--- config.mk ---
export PLATFORM = sky130hd
export DESIGN_NAME = mpt_mem_stage
export DESIGN_NICKNAME = d
export VERILOG_FILES = /design/src/rtl/mpt_mem_stage.sv
export SDC_FILE = /design/constraint.sdc
export NUM_CORES = 1
export LEC_CHECK = 0
export ABC_CLOCK_PERIOD_IN_PS = 4100
export BUFFER_PORTS_ARGS = -buffer_cell sky130_fd_sc_hd__buf_4
export CORE_AREA = 2 2 105 107
export DETAILED_ROUTE_END_ITERATION = 16
export DIE_AREA = 0 0 107 109
export PLACE_DENSITY_LB_ADDON = 0.3
export SYNTH_ARGS = -nofsm -noshare
export SYNTH_HDL_FRONTEND = slang
export SYNTH_SLANG_ARGS = --single-unit
--- constraint.sdc ---
create_clock -name clk_i -period 4.1 [get_ports clk_i]
set_input_delay 0.41 -clock clk_i [delete_from_list [all_inputs] [get_ports clk_i]]
set_output_delay 0.41 -clock clk_i [all_outputs]
set_load 0.05 [all_outputs]
--- src/rtl/mpt_mem_stage.sv ---
// MPT walk memory stage: fetches one MPTE per accepted transaction, returns it
// downstream and posts a best-effort update back to the forwarding buffer.
module mpt_mem_stage #(
  parameter int unsigned TRANSACTION_DATA_WIDTH = 32,
  parameter int unsigned ADDR_WIDTH             = 32,
  parameter int unsigned MPTE_WIDTH             = 64,
  parameter int unsigned TIMEOUT_CYCLES         = 255
) (
  input  logic                              clk_i,
  input  logic                              rst_ni,
  input  logic                              flush_i,
  input  logic                              fb_slave_stage_valid_i,
  output logic                              fb_slave_stage_ready_o,
  input  logic [TRANSACTION_DATA_WIDTH-1:0] fb_slave_stage_data_i,
  output logic                              out_master_stage_valid_o,
  input  logic                              out_master_stage_ready_i,
  output logic [TRANSACTION_DATA_WIDTH-1:0] out_master_stage_data_o,
  output logic [MPTE_WIDTH-1:0]             out_mpte_o,
  output logic                              out_err_o,
  output logic                              out_timeout_o,
  output logic                              fb_update_valid_o,
  input  logic                              fb_update_ready_i,
  output logic [TRANSACTION_DATA_WIDTH-1:0] fb_update_data_o,
  output logic                              mem_req_valid_o,
  input  logic                              mem_req_ready_i,
  output logic [ADDR_WIDTH-1:0]             mem_req_addr_o,
  input  logic                              mem_rsp_valid_i,
  input  logic [MPTE_WIDTH-1:0]             mem_rsp_data_i,
  input  logic                              mem_rsp_err_i
);

  localparam int unsigned CW = $clog2(TIMEOUT_CYCLES + 1);
  localparam logic [CW-1:0] CNT_MAX  = CW'(TIMEOUT_CYCLES);
  localparam logic [CW-1:0] CNT_LAST = CW'(TIMEOUT_CYCLES - 1);

  typedef enum logic [2:0] {IDLE, REQ, WAIT, RESP, DRAIN} state_e;

  state_e                            state_q, state_d;
  logic [TRANSACTION_DATA_WIDTH-1:0] payload_q, payload_d;
  logic [CW-1:0]                     cnt_q, cnt_d;
  logic [MPTE_WIDTH-1:0]             mpte_q, mpte_d;
  logic                              err_q, err_d;
  logic                              to_q, to_d;
  logic                              upd_q, upd_d;
  logic [CW-1:0]                     cnt_inc;
  logic                              expired;

  // The update is only a hint, so its ready never influences the stage.
  logic unused_fb_update_ready;
  assign unused_fb_update_ready = fb_update_ready_i;

  assign cnt_inc = (cnt_q == CNT_MAX) ? cnt_q : cnt_q + 1'b1;
  assign expired = (cnt_q >= CNT_LAST);

  always_comb begin
    state_d   = state_q;
    payload_d = payload_q;
    cnt_d     = cnt_q;
    mpte_d    = mpte_q;
    err_d     = err_q;
    to_d      = to_q;
    upd_d     = 1'b0;
    unique case (state_q)
      IDLE: begin
        if (!flush_i && fb_slave_stage_valid_i) begin
          payload_d = fb_slave_stage_data_i;
          mpte_d    = '0;
          err_d     = 1'b0;
          to_d      = 1'b0;
          state_d   = REQ;
        end
      end
      REQ: begin
        if (flush_i) begin
          state_d = IDLE;
        end else if (mem_req_ready_i) begin
          cnt_d   = '0;
          state_d = WAIT;
        end
      end
      WAIT: begin
        cnt_d = cnt_inc;
        if (flush_i) begin
          state_d = DRAIN;
        end else if (mem_rsp_valid_i) begin
          // A response in the expiry cycle takes precedence over the timeout.
          mpte_d  = mem_rsp_err_i ? '0 : mem_rsp_data_i;
          err_d   = mem_rsp_err_i;
          to_d    = 1'b0;
          upd_d   = !mem_rsp_err_i;
          state_d = RESP;
        end else if (expired) begin
          mpte_d  = '0;
          err_d   = 1'b1;
          to_d    = 1'b1;
          state_d = RESP;
        end
      end
      RESP: begin
        if (flush_i || out_master_stage_ready_i) state_d = IDLE;
      end
      DRAIN: begin
        cnt_d = cnt_inc;
        if (mem_rsp_valid_i || expired) state_d = IDLE;
      end
      default: state_d = IDLE;
    endcase
  end

  always_ff @(posedge clk_i or negedge rst_ni) begin
    if (!rst_ni) begin
      state_q   <= IDLE;
      payload_q <= '0;
      cnt_q     <= '0;
      mpte_q    <= '0;
      err_q     <= 1'b0;
      to_q      <= 1'b0;
      upd_q     <= 1'b0;
    end else begin
      state_q   <= state_d;
      payload_q <= payload_d;
      cnt_q     <= cnt_d;
      mpte_q    <= mpte_d;
      err_q     <= err_d;
      to_q      <= to_d;
      upd_q     <= upd_d;
    end
  end

  assign fb_slave_stage_ready_o   = (state_q == IDLE) && !flush_i;
  assign mem_req_valid_o          = (state_q == REQ) && !flush_i;
  assign mem_req_addr_o           = payload_q[ADDR_WIDTH-1:0];
  assign out_master_stage_valid_o = (state_q == RESP) && !flush_i;
  assign out_master_stage_data_o  = payload_q;
  assign out_mpte_o               = mpte_q;
  assign out_err_o                = err_q;
  assign out_timeout_o            = to_q;
  assign fb_update_valid_o        = upd_q && !flush_i;
  assign fb_update_data_o         = payload_q;

endmodule
Word level (Yosys, flattened, before mapping)
Index checks and enable logic that the tools add are counted.
{ "op_classes": {"n_reduce_logical": 17, "magnitude_cmp": 1, "eq_ne": 15, "n_mux": 30, "add_sub_neg": 1} }
{ "op_table": {"columns": ["operator", "count"], "rows": [
  ["64-bit 2-to-1 mux", 5],
  ["64-bit case mux with 2 select lines", 1],
  ["3-bit 2-to-1 mux", 8],
  ["8-bit 2-to-1 mux", 3],
  ["8-bit case mux with 2 select lines", 1],
  ["3-bit case mux with 5 select lines", 1],
  ["2-bit inequality test (second input constant)", 7],
  ["1-bit 2-to-1 mux", 9],
  ["8-bit by 1-bit adder with 8-bit output (second input constant)", 1],
  ["8-bit equality test (second input constant)", 1],
  ["8-bit >= comparator (second input constant)", 1],
  ["4-bit AND reduction", 2],
  ["3-bit by 2-bit equality test with 1-bit output (second input constant)", 2],
  ["3-bit inequality test (second input constant)", 2],
  ["1-bit logical AND", 5],
  ["5-bit AND reduction", 1],
  ["4-bit inequality test (second input constant)", 1],
  ["1-bit case mux with 2 select lines", 2],
  ["2-bit nonzero test", 2],
  ["3-bit by 1-bit equality test with 1-bit output (second input constant)", 1],
  ["3-bit equality test (second input constant)", 1],
  ["3-bit zero test", 1],
  ["1-bit zero test", 2],
  ["1-bit logical OR", 2],
  ["2 further kinds", 2]
]} }
{ "word_totals": {"input_bits": 105, "regBits": 110, "output_inout_bits": 166} }

Logic depth before layout (Yosys ltp)
Gate-level depths: netlist of the first run.
{ "depth": {"word_depth": 5, "ltp_mapped": 8, "mapped_depth_nobuf": 6} }

Worst setup path after synthesis of the first run
Ideal clock, no wire load.
{ "synth_timing": {"path_kind": "register -> register", "from": "register state_q[1]", "to": "register payload_q[0] (netlist: fb_update_data_o[0])", "setup_time_ns": 0.125, "stages_incl_launch_ff": 6, "path_buffers": 2, "synth_period_minus_slack_ns": 2.024, "path_slack_ns": 2.076, "arrival_time_ns": 1.899, "path_cell_list": "dfrtp_1 buf_6 nor4_4 nand2_2 buf_6 mux2_4"} }
{ "synth_via": {"elab_chain_len": 2} }
{ "synth_lines": {"columns": ["item", "line_no", "text"], "rows": [
  ["start: declaration", "38", "state_e state_q, state_d;"],
  ["start signal: assignment", "120", "state_q <= state_d;"],
  ["3-bit zero test", "63", "unique case (state_q)"],
  ["2-bit AND reduction (no line)", null, null],
  ["end signal: assignment", "121", "payload_q <= payload_d;"],
  ["end: declaration", "39", "logic [TRANSACTION_DATA_WIDTH-1:0] payload_q, payload_d;"]
]} }
No other way between the ends.
A chain may end at the register's enable or synchronous reset.

Final worst setup path of the first run
{ "layout_timing": {"from": "register cnt_q[0]", "to": "register to_q (netlist: out_timeout_o)"} }
{ "layout_via": {"elab_chain_len": 3} }
{ "layout_lines": {"columns": ["item", "line_no", "text"], "rows": [
  ["start: declaration", "40", "logic [CW-1:0] cnt_q, cnt_d;"],
  ["start signal: assignment", "122", "cnt_q <= cnt_d;"],
  ["8-bit >= comparator", "53", "assign expired = (cnt_q >= CNT_LAST);"],
  ["3-bit inequality test (no line)", null, null],
  ["4-bit AND reduction (no line)", null, null],
  ["end signal: assignment", "125", "to_q <= to_d;"],
  ["end: declaration", "43", "logic to_q, to_d;"]
]} }
No other way between the ends.

==> results of run 1 <==
-- per-stage QoR --
stage	total power [uW]	instance area (sq um)	utilization, %	hold WS [ps]	instances
after global routing	4420	6710	63.3	239	704
after global placement	3640	6530	61.6	478	690
after CTS	4290	6710	63.3	235	704
after floorplan	3230	4950	-	114	360
after detailed placement	3660	6530	61.6	485	690
final	4250	6710	63.3	197	704
-- logic make-up (layout without fill, tap and decap cells) --
group,count (synthesis),count (layout)
AOI/OAI and AO/OA,79,79
muxes,39,39
xor gates and xnor gates,1,1
buffers and inverters,86,290
adders and majority gates,2,2
DFF,110,110
and+or+nand+nor,43,43
-- report_power, final --
part / total (uW) / internal, uW / switching (uW) / leakage [uW]
Sequential: 1420 / 1240 / 183 / 0.00145
Combinational: 2210 / 691 / 1520 / 0.00206
Clock: 619 / 275 / 344 / 0.0000842
Total: 4250 / 2210 / 2050 / 0.00360
-- sequential cells by signal, summed over array words and instances (netlist names) --
| register | flops |
|---|---|
| out_mpte_o | 64 |
| out_timeout_o | 1 |
| state_q | 3 |
| upd_q | 1 |
| cnt_q | 8 |
| out_err_o | 1 |
| fb_update_data_o | 32 |
-- worst max-delay path, cell delays in order (launching register included) --
cell and delay, ps:
dfrtp_1 420, inv_1 60, ha_1 190, o211ai_1 190
o21ai_1 130, o211ai_4 350, buf_4 510, mux2_1 360
-- worst paths after layout --
path	from	endpoint	slack (ps)	cells after the start
max	cnt_q[0]	out_timeout_o	1780	7
min	rst_ni	out_timeout_o	200	1
max reg2reg	cnt_q[0]	out_timeout_o	1780	7
min reg2reg	out_mpte_o[18]	out_mpte_o[18]	510	1
max in group asynchronous	rst_ni	out_mpte_o[3]	3040	2
min in group clk_i	mem_rsp_data_i[44]	out_mpte_o[44]	250	2
-- cells in the mapped netlist (all sizes together) (2+ instances only) --
cell type and number:
mux2i 2, nor3 5, dfrtp 110, nor4 2, buf 80, a21oi 5, a211oi 2, o211ai 2
inv 2, o21ai 3, clkbuf 4, nor2b 3, a22o 64, nand2 6, nand4 3, nor2 8
and3 4, mux2 37, ha 2, nand3 2, nor4b 2
-- cell type report --
class                      instances  area [sq um]  area share, %
clock buffer                      10           128           1.90
clock inverter                     4          50.0          0.746
inverter                           2          7.51          0.112
multi-input combinational        164          1540           22.9
sequential                       110          2750           41.0
tap                              140           175           2.61
timing repair buffer             274          2060           30.7
-- layer usage --
metal / track usage, % / vias to the layer above
met5: 0 / -
met2: 33.6 / 164
met1: 25.2 / 1711
met3: 5.62 / 22
met4: 9.18 / 2
li1: - / 1640
==> reports/results.tsv, run 1 <==
stage	metric	value	unit
logic_synthesis	post-synth top area cell	dfrtp_1	
detailed_routing	Initial DRT Pass Iterations	4	
logic_synthesis	compound-gate portion of the synthesized area	13.5	%
clocking	clk root buf	clkbuf_8	
final_layout	Fillers	811	
timing	final setup fails	0	
placement	IO buf count	269	
global_routing	antenna violations before repair	1	
logic_synthesis	largest family of logic cells by synthesized area	buffers and inverters	
final_layout	Final nets	668	
global_routing	Total Routing Usage GR	20.4	%
logic_synthesis	Yosys warning count	0	
clocking	post-CTS setup buffer count	0	
clocking	number of buffers created by CTS	9	
detailed_routing	WL/cell	17.4	um
global_routing	vias in the first global route	3401	
worst_setup_path	WP data required	4350	ps
detailed_routing	antenna viol nets, final	0	
clocking	H-tree depth	3	
clocking	CTS max path bufs	2	
placement	gpl congestion	0.809	
floorplan	Die X	107	um
worst_hold_path	hold crit path type	input port to asynchronous set/reset pin	
detailed_routing	WL met2	6180	um
timing	fin worst setup slack	1780	ps
final_layout	most common cell after layout, fill and taps aside	buf_4	
timing	Fin. Hold Viols	0	
timing	Pins Over Slew Limit	0	
worst_setup_path	Critical Path AT	2580	ps
logic_synthesis	proportion of synthesized area in mux cells	11.1	%
floorplan	die area	11700	sq um
clocking	Hold Buf Count CTS	0	
power	P_leak	0.00360	uW
clocking	Reg clk slew, reported paths	90	ps
logic_synthesis	XOR/XNOR Fraction of Synth Area	0.329	%
timing	Min Clock Period, post-route	2320	ps
logic_synthesis	Synth area leaders	dfrtp_1, a22o_1, buf_4	
detailed_routing	WL met3	911	um
global_routing	Overflow after GRT	0	
timing	worst slew pin tran	1080	ps
final_layout	most frequent cells in the layout	buf_4, dfrtp_1, a22o_1	
clocking	clk sinks	110	
floorplan	io pins	271	
clocking	clk_lat worst skew	370	ps
clocking	post-CTS resize count	0	
final_layout	Area Overhead vs Synth	35.6	%
logic_synthesis	share of the synthesized area in the top cell type	55.6	%
logic_synthesis	cell area after synthesis	4950	sq um
detailed_routing	uppermost layer routed	met5	
detailed_routing	detailed router's first-iteration violation count	136	
floorplan	row cnt	38	
detailed_routing	DR vias	3539	
logic_synthesis	Post-synth EDFFs	0	
timing	Fmax	431	MHz
floorplan	Core ar.	10600	sq um
worst_setup_path	CP max FO	40	
logic_synthesis	count of unique library cells instantiated by Yosys	43	
clocking	TritonCTS clock tree	done	
run_status	status	finished, final reports clean	
logic_synthesis	Avg Synthesized Cell Area	13.7	sq um
worst_setup_path	crit end category	flip-flop	
final_layout	share of cells above drive strength 1	58.2	%
floorplan	Die Ht	109	um
detailed_routing	DRC violation count after routing	0	
timing	Max-Slew Margin vs Limit	28.2	%
logic_synthesis	asr flop ratio synth	100	%
detailed_routing	vias per cell	5.03	
logic_synthesis	synthesized-area fraction occupied by adder cells	0.506	%
timing	clk_skew	8.66	ps
global_routing	global-route wire length before repair	18200	um
timing	RSZ-0062 raised after global routing	false	
logic_synthesis	Synth Area in Simple Gates	5.34	%
power	Pwr Density	634	nW/um^2
logic_synthesis	post-synthesis register bit count	110	
floorplan	Initial Utilization	46.7	%
global_routing	largest net degree at the start of global routing	86	
placement	hpwl dp	8940	um
run	Max-cap violations	0	
timing	Final Cycle Share	56.6	%
final_layout	n_diodes	0	
logic_synthesis	post-synthesis sequential area ratio	55.6	%
worst_setup_path	Worst setup SP type	flip-flop	
logic_synthesis	Synth Flop Type	dfrtp_1	
timing	final setup TNS	0	ps
detailed_routing	met1 WL	4840	um
worst_setup_path	Setup CP Type	flip-flop to flip-flop	
placement	dpl ws	1720	ps
logic_synthesis	synthesized net count	467	
detailed_routing	Detailed Route WL	12200	um
logic_synthesis	synthesized instance count	360	
power	Peak VDD IR	577	uV
No activity file was read; power rests on OpenSTA's default activity.
==> inputs of run 2 (changes only) <==
Settings changed: ABC_CLOCK_PERIOD_IN_PS 4100 to 1900, CORE_AREA 2 2 105 107 to unset, CORE_UTILIZATION set to 40, DIE_AREA 0 0 107 109 to unset.
Clock period 4.1 ns to 1.9 ns, I/O delays scaled along.
==> reports/results.tsv, run 2 (synthesis gave the netlist of run 1 again) <==
stage	metric	value	unit	change
run_status	status	finished, final reports clean		
final_layout	share of cells above drive strength 1	58.8	%	+0.66 points
floorplan	die area	12800	sq um	+9.9%
power	Pwr Density	1420	nW/um^2	+120%
worst_setup_path	Reg-to-Reg End	cnt_q[1]		
timing	Max-Slew Margin vs Limit	70.5	%	+42 points
placement	gpl congestion	0.854		+5.6%
detailed_routing	Detailed Route WL	12100	um	-1.3%
worst_setup_path	Critical Path Start	cnt_q[0]		
global_routing	largest net degree at the start of global routing	61		-29%
timing	Min Clock Period, post-route	1760	ps	-558 ps
clocking	clk_lat worst skew	340	ps	-30 ps
timing	fin worst setup slack	137	ps	-1640 ps
power	Peak VDD IR	646	uV	+12%
worst_setup_path	CP max FO	5		-88%
clocking	clk sinks	110		unchanged
clocking	post-CTS setup buffer count	0		unchanged
floorplan	Die X	113	um	+5.8%
detailed_routing	detailed router's first-iteration violation count	270		+99%
worst_setup_path	crit end category	flip-flop		
placement	dpl ws	93.0	ps	-1630 ps
timing	Fin. Hold Viols	0		unchanged
worst_setup_path	Setup CP Type	flip-flop to flip-flop		
worst_setup_path	end point of the critical path	cnt_q[1]		
worst_setup_path	CP top delay family	flip-flops		
global_routing	Overflow after GRT	0		unchanged
final_layout	Final nets	675		+1.0%
worst_setup_path	slowest stage delay, CP	420	ps	-90 ps
global_routing	vias in the first global route	3489		+2.6%
floorplan	row cnt	40		+5.3%
clocking	CTS max path bufs	2		unchanged
final_layout	flip-flop count of the largest register after layout	64		unchanged
clocking	clk root buf	clkbuf_16		
detailed_routing	Initial DRT Pass Iterations	4		unchanged
clocking	TritonCTS clock tree	done		
detailed_routing	WL/cell	16.8	um	-3.5%
detailed_routing	vias per cell	4.98		-1.0%
global_routing	global-route wire length before repair	18800	um	+3.2%
timing	clk_skew	6.73	ps	-1.93 ps
worst_setup_path	reg2reg setup slack	140	ps	-1640 ps
run	Max-cap violations	0		unchanged
timing	Pins Over Slew Limit	0		unchanged
placement	hpwl dp	8950	um	+0.12%
final_layout	most common cell after layout, fill and taps aside	buf_4		
worst_setup_path	WP data required	2130	ps	-2220 ps
worst_hold_path	hold crit path type	input port to flip-flop		
timing	RSZ-0062 raised after global routing	false		
clocking	H-tree depth	3		unchanged
global_routing	Total Routing Usage GR	19.0	%	-1.4 points
final_layout	Area Overhead vs Synth	41.7	%	
power	P_leak	0.00374	uW	+3.9%
detailed_routing	DRC violation count after routing	0		unchanged
worst_setup_path	critical path's slowest cell	dfrtp_1		
floorplan	Core ar.	12000	sq um	+13%
timing	final setup fails	0		unchanged
worst_setup_path	Critical Path AT	1990	ps	-590 ps
worst_setup_path	Worst setup SP type	flip-flop		
floorplan	Initial Utilization	41.2	%	-5.5 points
worst_setup_path	Levels on crit path	5		-2
clocking	number of buffers created by CTS	9		unchanged
worst_setup_path	reg2reg start	cnt_q[0]		
worst_setup_path	R2R cell count	5		-2
worst_setup_path	crit path buf inv count	0		-2
final_layout	n_diodes	0		unchanged
placement	IO buf count	269		unchanged
timing	Final Cycle Share	92.8	%	+36 points
final_layout	most frequent cells in the layout	buf_4, dfrtp_1, a22o_1		
timing	worst slew pin tran	443	ps	-634 ps
timing	Fmax	567	MHz	+32%
detailed_routing	antenna viol nets, final	0		unchanged
detailed_routing	DR vias	3583		+1.2%
timing	Min Hold Slack	62.0	ps	-135 ps
global_routing	antenna violations before repair	0		-1
floorplan	Die Ht	113	um	+3.9%
clocking	Reg clk slew, reported paths	70	ps	-20 ps
worst_setup_path	crit-path cells	ha_1 -> and3_1 -> a211oi_2 -> or2_1 -> mux2_1		
floorplan	io pins	271		unchanged
run 2: changes by cell type in the layout (fill, tap and decap cells not counted), sizes merged:
cell         delta
dlygate4sd3     +1
bufinv          +1
clkinvlp        -2
buf             +6
clkbuf          +2
inv             +1
run 2: cell type report:
type | count | area (sq um)
timing repair buffer | 281 | 2190
inverter | 2 | 7.51
tap | 147 | 184
clock buffer | 12 | 256
fill | 961 | 5000
sequential | 110 | 2750
multi-input combinational | 164 | 1540
clock inverter | 4 | 77.6
run 2: worst register-to-register path, delay by kind of cell (launching register included):
| family | cells | cell delay [ps] |
|---|---|---|
| AOI/OAI and AO/OA | 1 | 270 |
| and+or+nand+nor | 2 | 360 |
| adders and majority gates | 1 | 280 |
| DFF | 1 | 420 |
| muxes | 1 | 320 |
run 2: worst min path at each step:
stage	cells past startpoint	slack, ps	end	start
2_1_floorplan	0	-110	cnt_q[0]	rst_ni
3_3_place_gp	1	160	out_timeout_o	rst_ni
3_5_place_dp	1	170	out_mpte_o[12]	rst_ni
4_1_cts	2	50	out_mpte_o[43]	mem_rsp_data_i[43]
5_1_grt	2	50	out_mpte_o[47]	mem_rsp_data_i[47]
6_report	2	60	out_mpte_o[43]	mem_rsp_data_i[43]
run 2: per-layer routing:
layer / global-route usage [%] / vias to the layer above / wire length (um)
li1: - / 1656 / -
met1: 23.2 / 1760 / 4930
met2: 32.8 / 155 / 6190
met3: 4.07 / 12 / 783
met4: 7.63 / 0 / 190
met5: 0 / - / 0
run 2: repair_timing:
action | 4_1_cts | 5_1_grt
hold endpoints to repair | 32 | 0
hold buffers | 1 | 0
setup endpoints to repair | 0 | 8
resized for setup | 0 | 2
run 2: power breakdown:
part | internal, uW | switching (uW) | total (uW)
Sequential | 2680 | 376 | 3060
Clock | 1240 | 832 | 2070
Combinational | 1530 | 3300 | 4830
Total | 5440 | 4510 | 9950
run 2: stage by stage:
step	total power (uW)	util (%)	TNS (ps)	cells	area, sq um
global route	10300	58.4	0	720	7010
CTS	10000	58.3	0	720	7000
finish	9950	58.4	0	720	7010
detailed placement	7940	55.4	0	703	6660
floorplan	6960	-	-3470	360	4950
global placement	7900	55.4	0	703	6660
==> inputs of run 3 (changes only) <==
Settings changed: ABC_CLOCK_PERIOD_IN_PS 1900 to 1700, CORE_UTILIZATION 40 to 45, MAX_ROUTING_LAYER set to met4.
Clock period 1.9 ns to 1.7 ns, I/O delays scaled along.
==> reports/results.tsv, run 3 (synthesis gave the netlist of run 1 again) <==
stage	metric	value	unit	change
timing	final setup TNS	-23.7	ps	-23.7 ps
run_status	status	finished with violations		
final_layout	most frequent cells in the layout	buf_4, dfrtp_1, a22o_1		
timing	Final Cycle Share	100	%	+7.5 points
floorplan	Die X	107	um	-5.6%
global_routing	vias in the first global route	3758		+7.7%
floorplan	Die Ht	107	um	-5.6%
run_status	violated checks	negative setup slack		
timing	Fmax	586	MHz	+3.4%
global_routing	Overflow after GRT	0		unchanged
clocking	TritonCTS clock tree	done		
worst_setup_path	CP max FO	26		+21
detailed_routing	WL/cell	17.7	um	+5.6%
floorplan	Initial Utilization	47.1	%	+5.9 points
global_routing	antenna violations before repair	0		unchanged
detailed_routing	Initial DRT Pass Iterations	4		unchanged
detailed_routing	DR vias	3756		+4.8%
timing	Max-Slew Margin vs Limit	61.8	%	-8.7 points
final_layout	n_diodes	0		unchanged
detailed_routing	detailed router's first-iteration violation count	213		-21%
timing	clk_skew	12.9	ps	+6.13 ps
clocking	Reg clk slew, reported paths	100	ps	+30 ps
placement	gpl congestion	0.829		-3.0%
floorplan	row cnt	37		-7.5%
run	Max-cap violations	0		unchanged
placement	hpwl dp	9380	um	+4.7%
detailed_routing	Detailed Route WL	13200	um	+9.0%
worst_setup_path	Setup CP Type	flip-flop to flip-flop		
power	P_leak	0.00383	uW	+2.4%
worst_setup_path	crit end category	flip-flop		
timing	worst slew pin tran	573	ps	+130 ps
detailed_routing	vias per cell	5.06		+1.6%
final_layout	Area Overhead vs Synth	45.5	%	
power	Peak VDD IR	1470	uV	+130%
global_routing	global-route wire length before repair	19400	um	+3.1%
final_layout	Final nets	709		+5.0%
global_routing	Total Routing Usage GR	22.9	%	+3.9 points
clocking	number of buffers created by CTS	9		unchanged
worst_setup_path	Worst setup SP type	flip-flop		
clocking	clk_lat worst skew	360	ps	+20 ps
final_layout	most common cell after layout, fill and taps aside	buf_4		
clocking	CTS max path bufs	2		unchanged
timing	fin worst setup slack	-5.55	ps	-142 ps
detailed_routing	DRC violation count after routing	0		unchanged
timing	Pins Over Slew Limit	0		unchanged
worst_setup_path	Critical Path AT	1950	ps	-40 ps
detailed_routing	antenna viol nets, final	0		unchanged
timing	final setup fails	8		+8
clocking	H-tree depth	3		unchanged
clocking	clk sinks	110		unchanged
timing	RSZ-0062 raised after global routing	true		
timing	Min Clock Period, post-route	1710	ps	-57.6 ps
final_layout	flip-flop count of the largest register after layout	64		unchanged
worst_setup_path	WP data required	1940	ps	-190 ps
final_layout	share of cells above drive strength 1	59.5	%	+0.66 points
placement	IO buf count	269		unchanged
global_routing	largest net degree at the start of global routing	111		+82%
floorplan	io pins	271		unchanged
final_layout	Core Util, Final	68.5	%	+10 points
floorplan	Core ar.	10500	sq um	-13%
timing	Fin. Hold Viols	0		unchanged
floorplan	die area	11400	sq um	-11%
clocking	clk root buf	clkbuf_8		
power	Pwr Density	1450	nW/um^2	+2.0%
worst_hold_path	hold crit path type	input port to flip-flop		
==> run 3: area by class of cell <==
type | instances | area, sq um
inverters | 2 | 7.51
multi-input cells | 164 | 1570
fillers | 771 | 3310
flip-flops and latches | 110 | 2750
repair buffers | 315 | 2510
well taps | 136 | 170
clock inverters | 6 | 55.1
clock buffers | 10 | 128
==> run 3: worst max-delay path, stage by stage (launching register included) <==
cell and delay (ps):
dfrtp_2 460, buf_6 140, nor4_4 310, nand2_2 150, buf_12 200, mux2_4 310
==> run 3: layer usage <==
layer,up-vias,wire length [um],track usage [%]
met4,0,239,8.32
met2,183,6890,38.6
met1,1835,5160,27.5
met5,-,0,-
met3,20,883,4.19
li1,1718,-,-
==> run 3: what timing repair did <==
action | CTS | global route
gates cloned | 0 | 0
endpoints found under the hold margin | 119 | 8
pin swaps | 0 | 3
gates resized for setup | 5 | 13
hold buffers | 10 | 8
setup endpoints to repair | 42 | 86
buffers inserted | 1 | 4
==> run 3: power breakdown <==
| part | switching, uW | leakage (uW) | internal (uW) |
|---|---|---|---|
| Sequential | 430 | 0.00145 | 2990 |
| Combinational | 3740 | 0.00229 | 1800 |
| Clock | 908 | 0.0000865 | 560 |
==> run 3: final timing paths <==
path | start | endpoint | slack (ps) | cells past startpoint
max | state_q[1] | fb_update_data_o[24] | -6 | 5
min | mem_rsp_data_i[39] | out_mpte_o[39] | 30 | 2
max reg2reg | state_q[1] | fb_update_data_o[24] | -6 | 5
min reg2reg | out_mpte_o[52] | out_mpte_o[52] | 510 | 1
max in group asynchronous | rst_ni | out_mpte_o[6] | 850 | 3
min in group asynchronous | rst_ni | out_mpte_o[13] | 390 | 3
==> run 3: metrics by stage <==
stage	power, uW	hold WS [ps]	worst slack (ps)	cells	area [sq um]
2_1_floorplan	7780	-126	-316	360	4950
3_3_place_gp	8850	287	16.0	704	6740
3_5_place_dp	8920	294	-45.2	704	6740
4_1_cts	10400	0.0312	-9.87	731	7050
5_1_grt	10800	-0.251	-106	743	7200
6_report	10400	25.9	-5.55	743	7200
